--- config.mk ---
export PLATFORM = sky130hd
export DESIGN_NAME = vga_pong_renderizador
export DESIGN_NICKNAME = d
export VERILOG_FILES = /design/src/rtl/vga_pong_renderizador.sv
export SDC_FILE = /design/constraint.sdc
export NUM_CORES = 1
export LEC_CHECK = 0
export ABC_AREA = 1
export BUFFER_PORTS_ARGS = -buffer_cell sky130_fd_sc_hd__buf_2
export CAP_MARGIN = 20
export CORE_MARGIN = 4
export CORE_UTILIZATION = 35
export CTS_BUF_LIST = sky130_fd_sc_hd__clkbuf_8
export CTS_CLUSTER_DIAMETER = 50
export DETAILED_ROUTE_END_ITERATION = 7
export MAX_ROUTING_LAYER = met4
export SYNTH_ARGS = -nofsm -noshare
export SYNTH_HDL_FRONTEND = slang
export SYNTH_SLANG_ARGS = --single-unit
--- constraint.sdc ---
create_clock -name clock -period 2 [get_ports clock]
set_input_delay 0.1 -clock clock [delete_from_list [all_inputs] [get_ports clock]]
set_output_delay 0.1 -clock clock [all_outputs]
set_load 0.005 [all_outputs]
--- src/rtl/vga_pong_renderizador.sv ---
// vga_pong_renderizador: VGA raster timing and pong scene renderer.
// A pixel tick every DIV clocks walks an hc/vc raster. On each tick the sync,
// blanking and colour for the current raster position are registered, so
// outputs trail the counters by one pixel. Paddle and ball positions are
// captured only at the frame boundary, so a frame always shows one snapshot.
module vga_pong_renderizador #(
  parameter int DIV     = 2,
  parameter int H_ATIVO = 640,
  parameter int H_FP    = 16,
  parameter int H_SYNC  = 96,
  parameter int H_BP    = 48,
  parameter int V_ATIVO = 480,
  parameter int V_FP    = 10,
  parameter int V_SYNC  = 2,
  parameter int V_BP    = 33,
  parameter int COORD_W = 11,
  parameter int COR_W   = 4,
  parameter int PAL1_X  = 5,
  parameter int PAL2_X  = 605,
  parameter int PAL_L   = 31,
  parameter int BOLA_T  = 8,
  parameter int BORDA   = 2
) (
  input  logic               clock,
  input  logic               reset,
  input  logic [COORD_W-1:0] palete1YMaximo,
  input  logic [COORD_W-1:0] palete1YMinimo,
  input  logic [COORD_W-1:0] palete2YMaximo,
  input  logic [COORD_W-1:0] palete2YMinimo,
  input  logic [COORD_W-1:0] bolaX,
  input  logic [COORD_W-1:0] bolaY,
  input  logic               bolaVisivel,
  output logic [COR_W-1:0]   vermelho,
  output logic [COR_W-1:0]   verde,
  output logic [COR_W-1:0]   azul,
  output logic               horizontalsincronizacao,
  output logic               verticalsincronizacao,
  output logic               videoAtivo,
  output logic               fimQuadro
);

  localparam int H_TOTAL = H_ATIVO + H_FP + H_SYNC + H_BP;
  localparam int V_TOTAL = V_ATIVO + V_FP + V_SYNC + V_BP;

  // One extra bit over the coordinate width keeps x+size sums from wrapping.
  localparam int CW    = COORD_W + 1;
  localparam int DIV_W = (DIV > 1) ? $clog2(DIV) : 1;

  localparam logic [DIV_W-1:0] DIV_LAST = DIV_W'(DIV - 1);
  localparam logic [CW-1:0]    H_LAST   = CW'(H_TOTAL - 1);
  localparam logic [CW-1:0]    V_LAST   = CW'(V_TOTAL - 1);
  localparam logic [CW-1:0]    H_VIS    = CW'(H_ATIVO);
  localparam logic [CW-1:0]    V_VIS    = CW'(V_ATIVO);
  localparam logic [CW-1:0]    HS_INI   = CW'(H_ATIVO + H_FP);
  localparam logic [CW-1:0]    HS_FIM   = CW'(H_ATIVO + H_FP + H_SYNC);
  localparam logic [CW-1:0]    VS_INI   = CW'(V_ATIVO + V_FP);
  localparam logic [CW-1:0]    VS_FIM   = CW'(V_ATIVO + V_FP + V_SYNC);
  localparam logic [CW-1:0]    P1_INI   = CW'(PAL1_X);
  localparam logic [CW-1:0]    P1_FIM   = CW'(PAL1_X + PAL_L);
  localparam logic [CW-1:0]    P2_INI   = CW'(PAL2_X);
  localparam logic [CW-1:0]    P2_FIM   = CW'(PAL2_X + PAL_L);
  localparam logic [CW-1:0]    BOLA_LADO = CW'(BOLA_T);
  localparam logic [CW-1:0]    BRD_BAIXO = CW'(BORDA);
  localparam logic [CW-1:0]    BRD_H_ALTO = CW'(H_ATIVO - BORDA);
  localparam logic [CW-1:0]    BRD_V_ALTO = CW'(V_ATIVO - BORDA);
  localparam logic [COR_W-1:0] COR_MAX  = {COR_W{1'b1}};

  logic [DIV_W-1:0]   div_cnt;
  logic               tick;
  logic [CW-1:0]      hc;
  logic [CW-1:0]      vc;
  logic               line_end;
  logic               frame_end;
  logic               boundary;

  logic [COORD_W-1:0] sh_p1_max;
  logic [COORD_W-1:0] sh_p1_min;
  logic [COORD_W-1:0] sh_p2_max;
  logic [COORD_W-1:0] sh_p2_min;
  logic [COORD_W-1:0] sh_bola_x;
  logic [COORD_W-1:0] sh_bola_y;
  logic               sh_bola_vis;

  logic [CW-1:0]      bola_x_ini;
  logic [CW-1:0]      bola_y_ini;
  logic [CW-1:0]      bola_x_fim;
  logic [CW-1:0]      bola_y_fim;

  logic               visible;
  logic               hsync_n;
  logic               vsync_n;
  logic               ball_hit;
  logic               pad1_hit;
  logic               pad2_hit;
  logic               border_hit;
  logic [COR_W-1:0]   r_next;
  logic [COR_W-1:0]   g_next;
  logic [COR_W-1:0]   b_next;

  // True when the raster position lies in a paddle column span and within
  // its inclusive vertical extent; an inverted extent matches no line.
  function automatic logic in_paddle(
    input logic [CW-1:0]      x,
    input logic [CW-1:0]      y,
    input logic [CW-1:0]      col_ini,
    input logic [CW-1:0]      col_fim,
    input logic [COORD_W-1:0] y_min,
    input logic [COORD_W-1:0] y_max
  );
    in_paddle = (x >= col_ini) && (x < col_fim) &&
                (y >= {1'b0, y_min}) && (y <= {1'b0, y_max});
  endfunction

  assign tick      = (div_cnt == DIV_LAST);
  assign line_end  = (hc == H_LAST);
  assign frame_end = line_end && (vc == V_LAST);
  assign boundary  = tick && frame_end;

  // Pixel-rate divider: tick fires on the last count of each DIV-clock period.
  always_ff @(posedge clock) begin
    if (reset) begin
      div_cnt <= '0;
    end else if (tick) begin
      div_cnt <= '0;
    end else begin
      div_cnt <= div_cnt + DIV_W'(1);
    end
  end

  // Raster counters: hc sweeps a line, vc advances when a line completes.
  always_ff @(posedge clock) begin
    if (reset) begin
      hc <= '0;
      vc <= '0;
    end else if (tick) begin
      if (line_end) begin
        hc <= '0;
        if (vc == V_LAST) begin
          vc <= '0;
        end else begin
          vc <= vc + CW'(1);
        end
      end else begin
        hc <= hc + CW'(1);
      end
    end
  end

  // Position snapshot taken only at the frame boundary; reset hides everything.
  always_ff @(posedge clock) begin
    if (reset) begin
      sh_p1_min   <= COORD_W'(1);
      sh_p1_max   <= '0;
      sh_p2_min   <= COORD_W'(1);
      sh_p2_max   <= '0;
      sh_bola_x   <= '0;
      sh_bola_y   <= '0;
      sh_bola_vis <= 1'b0;
    end else if (boundary) begin
      sh_p1_min   <= palete1YMinimo;
      sh_p1_max   <= palete1YMaximo;
      sh_p2_min   <= palete2YMinimo;
      sh_p2_max   <= palete2YMaximo;
      sh_bola_x   <= bolaX;
      sh_bola_y   <= bolaY;
      sh_bola_vis <= bolaVisivel;
    end
  end

  // Ball bounding box in widened arithmetic so x+size never wraps.
  always_comb begin
    bola_x_ini = {1'b0, sh_bola_x};
    bola_y_ini = {1'b0, sh_bola_y};
    bola_x_fim = bola_x_ini + BOLA_LADO;
    bola_y_fim = bola_y_ini + BOLA_LADO;
  end

  // Raster decode: sync windows, visible area and which scene objects cover hc/vc.
  always_comb begin
    visible    = (hc < H_VIS) && (vc < V_VIS);
    hsync_n    = !((hc >= HS_INI) && (hc < HS_FIM));
    vsync_n    = !((vc >= VS_INI) && (vc < VS_FIM));
    ball_hit   = sh_bola_vis &&
                 (hc >= bola_x_ini) && (hc < bola_x_fim) &&
                 (vc >= bola_y_ini) && (vc < bola_y_fim);
    pad1_hit   = in_paddle(hc, vc, P1_INI, P1_FIM, sh_p1_min, sh_p1_max);
    pad2_hit   = in_paddle(hc, vc, P2_INI, P2_FIM, sh_p2_min, sh_p2_max);
    border_hit = (BORDA > 0) &&
                 ((hc < BRD_BAIXO) || (hc >= BRD_H_ALTO) ||
                  (vc < BRD_BAIXO) || (vc >= BRD_V_ALTO));
  end

  // Colour priority: ball over paddles over border over black; blank outside.
  always_comb begin
    r_next = '0;
    g_next = '0;
    b_next = '0;
    if (visible) begin
      if (ball_hit || pad1_hit || pad2_hit) begin
        r_next = COR_MAX;
        g_next = COR_MAX;
        b_next = COR_MAX;
      end else if (border_hit) begin
        g_next = COR_MAX;
      end
    end
  end

  // Video outputs registered on each pixel tick and held in between.
  always_ff @(posedge clock) begin
    if (reset) begin
      vermelho                <= '0;
      verde                   <= '0;
      azul                    <= '0;
      horizontalsincronizacao <= 1'b1;
      verticalsincronizacao   <= 1'b1;
      videoAtivo              <= 1'b0;
    end else if (tick) begin
      vermelho                <= r_next;
      verde                   <= g_next;
      azul                    <= b_next;
      horizontalsincronizacao <= hsync_n;
      verticalsincronizacao   <= vsync_n;
      videoAtivo              <= visible;
    end
  end

  // Frame pulse lasts exactly one clock, marking the snapshot instant.
  always_ff @(posedge clock) begin
    if (reset) begin
      fimQuadro <= 1'b0;
    end else begin
      fimQuadro <= boundary;
    end
  end

endmodule

# --- Yosys cells after proc, flatten, opt, wreduce, memory -nomap -nowiden ---
# Cells that the tools add are included.
word_totals:
  regBits: 104
  in_bits: 69
  elab_cells: 76
op_classes:
  n_addsub: 5
  order_cmp: 22
  eq_ne: 2
  mux: 7
  reduce_logical: 24
op_table:
  columns: ["cell", "n"]
  rows:
  - ["$ge A12 B11 Y1", 4]
  - ["$ge A12 B10 Y1 const B", 3]
  - ["$lt A12 B10 Y1 const B", 3]
  - ["$add A11 B4 Y12 const B", 2]
  - ["$add A12 B1 Y12 const B", 2]
  - ["$eq A12 B10 Y1 const B", 2]
  - ["$ge A12 B9 Y1 const B", 2]
  - ["$le A12 B11 Y1", 2]
  - ["$lt A12 B12 Y1", 2]
  - ["$lt A12 B2 Y1 const B", 2]
  - ["$lt A12 B9 Y1 const B", 2]
  - ["$mux W12", 2]
  - ["$mux W4", 5]
  - ["$logic_and A1 B1 Y1", 15]
  - ["$ge A12 B3 Y1 const B", 1]
  - ["$lt A12 B6 Y1 const B", 1]
  - ["$logic_or A1 B1 Y1", 5]
  - ["$logic_not A1 Y1", 2]
  - ["$reduce_and A2 Y1", 1]
  - ["$reduce_or A2 Y1", 1]
  - ["$add A1 B1 Y1 const B", 1]

# --- Longest topological paths before layout ---
logic_depth:
  depth_word: 9
  ltp_mapped: 17

# --- Worst setup path after synthesis ---
# Ideal clock, no wire load.
synth_timing:
  path_type: "reg2reg"
  startpoint: "register sh_bola_x[3]"
  endpoint: "register azul[2]"
  setup_ps: 114
  t_arrival_ps: 1985
  required_time_ps: 1886
  slack_ps: -99
  path_stages_with_launch: 16
  period_less_slack_ps: 2099
  cell_sequence: "dfxtp_1 -> inv_1 -> nor3_1 -> nand3_1 -> nor3_1 -> xor2_1 -> ha_1 -> nand2_1 -> nor2_1 -> nand4_1 -> a21oi_1 -> nor2_1 -> nand3_1 -> nand3_1 -> nand2_1 -> nand2_1"
synth_via:
  elab_chain_len: 9
  word_cells_on_any_way: 11
  classes_between: "1 x add/sub; 2 x order compare; 2 x mux; 6 x reduce/logical"
synth_lines:
  columns: ["element", "line_no", "source"]
  rows:
  - ["from (decl)", "80", "logic [COORD_W-1:0] sh_bola_x;"]
  - ["from (signal assigned)", "164", "sh_bola_x <= bolaX;"]
  - ["$add A11 B4 Y12 / $ge A12 B11 Y1 (equally long branches)", "174, 184", null]
  - ["$lt A12 B12 Y1 / $logic_and A1 B1 Y1 (equally long branches)", "184, 183", null]
  - ["$logic_and A1 B1 Y1 (*) (2 in series)", "184", "(hc >= bola_x_ini) && (hc < bola_x_fim) &&"]
  - ["$logic_and A1 B1 Y1 (*)", "185", "(vc >= bola_y_ini) && (vc < bola_y_fim);"]
  - ["$logic_or A1 B1 Y1 (*) (2 in series)", "199", "if (ball_hit || pad1_hit || pad2_hit) begin"]
  - ["$mux W4 (*)", "199", null]
  - ["$mux W4 (*)", "198", "if (visible) begin"]
  - ["to (signal assigned)", "221", "azul <= b_next;"]
  - ["to (decl)", "35", "output logic [COR_W-1:0] azul,"]
# Mark *: on every way between the ends. The rest lies on a longest branch, timed or not.
# A chain may end at the register's enable or synchronous reset.

# --- Worst setup path in the final report ---
# Ends and elaborated chain as after synthesis.

==> results.tsv <==
metric	value	unit
status	finished with violations	
violations	negative setup slack	
final_area	8870	µm²
io_buffer_count	84	
setup_slack	-0.115	ns
p_switching	0.903	mW
hp-class	in2reg	
seq_power_share	50.6	%
crit_required	2.28	ns
period_needed	2.12	ns
ys_ff_latch	98	
synth.distinct_cells	39	
cts_tree	built	
cts_made_buffers	9	
seq_area_frac_synth	28.8	%
combPwrFrac	8.0	%
cp_max_fo	3	
grt_usage	17.0	%
p_int	2.98	mW
netlist_area	6810	µm²
hold_depth	2	
setup_viol	2	
post-place-cells	1281	
fin_setup_tns	-0.222	ns
yosys.area_share.simple	25.7	%
p_leak	4.15	nW
holdWs	0.0955	ns
grt_pass1_wl	28800	µm
wirelength	17800	µm
drt_iter0_markers	387	
grt_pass1_vias	5852	
htreeDepth	3	
place_area	7800	µm²
cap_violations	0	
clkPwrFrac	41.4	%
start_util	36.0	%
tightest_slew	0.575	ns
drive_above_1_share	24.4	%
drc	0	
power_density	438	nW/µm²
rr_worst_depth	15	
vias_per_cell	4.58	
cts.sinks	98	
skew	0.0108	ns
slew_headroom	61.6	%
place_congestion	0.899	
antenna_cells	0	
syn_avg_cell_area	7.48	µm²
cp.arrival	2.39	ns
grt_overflow	0	
insertion_delay	0.39	ns
clkSlewWorstSetupHoldPaths	0.10	ns
cp-end-kind	register	
num_vias	6260	
synth_fa_ha_area_share	16.9	%
hold_viol_final	0	
switching_share	23.2	%
synthCells	910	
synth_xor_area_share	2.19	%
wire_per_inst	13.0	µm
die_h	147	µm
antenna_found_initial	0	
cts_root_buffer	clkbuf_8	
fp.dieW	147	µm
ir_drop	0.267	mV
synthMuxAreaShare	0	%
maxSlewViolCount	0	
synth-compound-area-share	13.4	%
dr.pass1.iters	5	
synth_top_family_by_area	simple AND/OR/NAND/NOR gates	
fmax	0.473	GHz
final_antenna_net_count	0	
core-area	18900	µm²
yosys_warnings	0	
hpwl	13500	µm
fin_cells	1368	
critPathLaunchType	register	
io_pins	85	
path_class	reg2reg	
cts_buffer_depth	2	
syn_nets	1071	
post-route-period-util	106	%
rsz0062_at_grt	true	
n_fill_cell	1894	
area_growth	30.3	%
final_core_util	47.0	%
grt_max_degree	34	
rows	50	
dieArea	21800	µm²
nets	1264	
metal layers:
layer	up-vias	global-route usage [%]	routed length (µm)
li1	3322	-	-
met1	2814	22.6	8780
met2	108	27.4	8200
met3	16	1.72	492
met4	0	5.13	310
met5	-	-	0
placed cells by master, fill, tap and decap left out, types with 2 or more instances in the layout:
master / n
a21oi_1: 33
a21oi_2: 2
a22o_1: 5
a31oi_1: 4
buf_12: 11
buf_2: 84
buf_4: 44
bufinv_16: 3
clkbuf_16: 2
clkbuf_8: 9
dfxtp_1: 91
dfxtp_2: 6
dlygate4sd3_1: 67
ha_1: 91
inv_1: 139
inv_2: 7
inv_6: 3
nand2_1: 216
nand2_2: 6
nand3_1: 30
nand3_2: 2
nand3b_1: 2
nand4_1: 27
nor2_1: 78
nor2_2: 7
nor2_4: 4
nor3_1: 14
nor3_2: 4
nor3_4: 3
nor4_1: 2
o21a_1: 3
o21ai_0: 8
o21ai_2: 60
o21bai_1: 6
o22a_1: 3
or2_2: 4
xnor2_1: 3
xor2_1: 14
path summary, 6_finish.rpt:
path / from / endpoint / slack [ns]
worst min-delay path: reset / hc[6] / 0.1
worst max-delay path: sh_bola_x[3] / azul[2] / -0.12
worst min register to register: videoAtivo / videoAtivo / 0.46
worst max register to register: sh_bola_x[3] / azul[2] / -0.12
per-stage QoR:
step	worst slack, ns	power [mW]
final	-0.115	3.89
after floorplan	0.00969	2.12
after global routing	-0.298	4.05
after detailed placement	-0.209	2.22
after global placement	-0.124	2.22
after CTS	-0.111	3.94
final cells by class:
type                            instances  area, µm²  share of cell area (%)
Sequential cell                        98       1970                    22.2
Inverter                              149        574                    6.47
Tap cell                              260        325                    3.67
Clock buffer                            9        124                    1.40
Multi-Input combinational cell        637       4060                    45.8
Clock inverter                          7        124                    1.40
Timing Repair Buffer                  208       1690                    19.1
power by group through the flow:
stage          logic, mW  registers, mW  clock network, mW
2_1_floorplan      0.111           2.01                  0
3_3_place_gp       0.211           2.01                  0
3_5_place_dp       0.212           2.01                  0
4_1_cts            0.313           1.97               1.66
5_1_grt            0.343           1.97               1.74
6_report           0.312           1.97               1.61
cells by family (layout without fill, tap and decap cells):
kind of cell    count (synthesis)  in the layout
compound gates                125            125
xor+xnor                       17             17
fa+ha+maj                      92             92
buf+inv                       175            373
flops                          98             98
simple gates                  403            403
cells in the mapped netlist:
library cell / number / area [µm²]
a2111oi_0: 1 / 8.76
a21oi_1: 35 / 175
a22o_1: 5 / 43.8
a31oi_1: 4 / 25.0
and3_1: 1 / 6.26
buf_12: 6 / 120
buf_2: 2 / 10.0
buf_4: 10 / 75.1
buf_6: 1 / 11.3
buf_8: 6 / 90.1
clkbuf_1: 1 / 3.75
clkinv_4: 1 / 8.76
dfxtp_1: 98 / 1960
ha_1: 92 / 1150
inv_1: 144 / 541
inv_2: 3 / 11.3
inv_8: 1 / 11.3
nand2_1: 217 / 815
nand2_2: 5 / 31.3
nand2_4: 1 / 11.3
nand3_1: 33 / 165
nand3b_1: 2 / 15.0
nand4_1: 27 / 169
nor2_1: 83 / 312
nor2_2: 3 / 18.8
nor2_4: 3 / 33.8
nor3_1: 18 / 90.1
nor3_2: 2 / 20.0
nor3_4: 1 / 16.3
nor3b_2: 1 / 12.5
nor4_1: 2 / 12.5
o21a_1: 3 / 22.5
o21ai_0: 8 / 40.0
o21ai_2: 60 / 526
o21bai_1: 6 / 45.0
o22a_1: 3 / 26.3
or2_2: 4 / 25.0
xnor2_1: 3 / 26.3
xor2_1: 14 / 123
worst max-delay path: stages, from the launching register on:
cell and delay (ns):
dfxtp_4 0.39, inv_4 0.04, nor3_4 0.21, nand3_2 0.13, nor3_2 0.13, xor2_1 0.09
ha_1 0.29, nand2_2 0.06, nor2_2 0.11, nand4_1 0.11, a21oi_2 0.13, nor2_1 0.06
nand3_1 0.06, nand3_1 0.06, nand2_1 0.08, nand2_1 0.05
flip-flops by register name, indices dropped and copies added (netlist names):
| register | count |
|---|---|
| sh_p2_min | 11 |
| verticalsincronizacao | 1 |
| horizontalsincronizacao | 1 |
| sh_bola_y | 11 |
| sh_p1_min | 11 |
| videoAtivo | 1 |
| verde | 1 |
| fimQuadro | 1 |
| div_cnt | 1 |
| azul | 1 |
| sh_bola_x | 11 |
| sh_p1_max | 11 |
| vc | 12 |
| sh_bola_vis | 1 |
| sh_p2_max | 11 |
| hc | 12 |
what timing repair did:
action | 4_1_cts | 5_1_grt
resized for setup | 12 | 19
endpoints found under the setup margin | 2 | 63
hold buffers | 67 | 0
cloned | 0 | 2
pin swaps | 6 | 6
setup buffers | 1 | 1
hold endpoints to repair | 67 | 0
(Power assumes the default switching activity.)
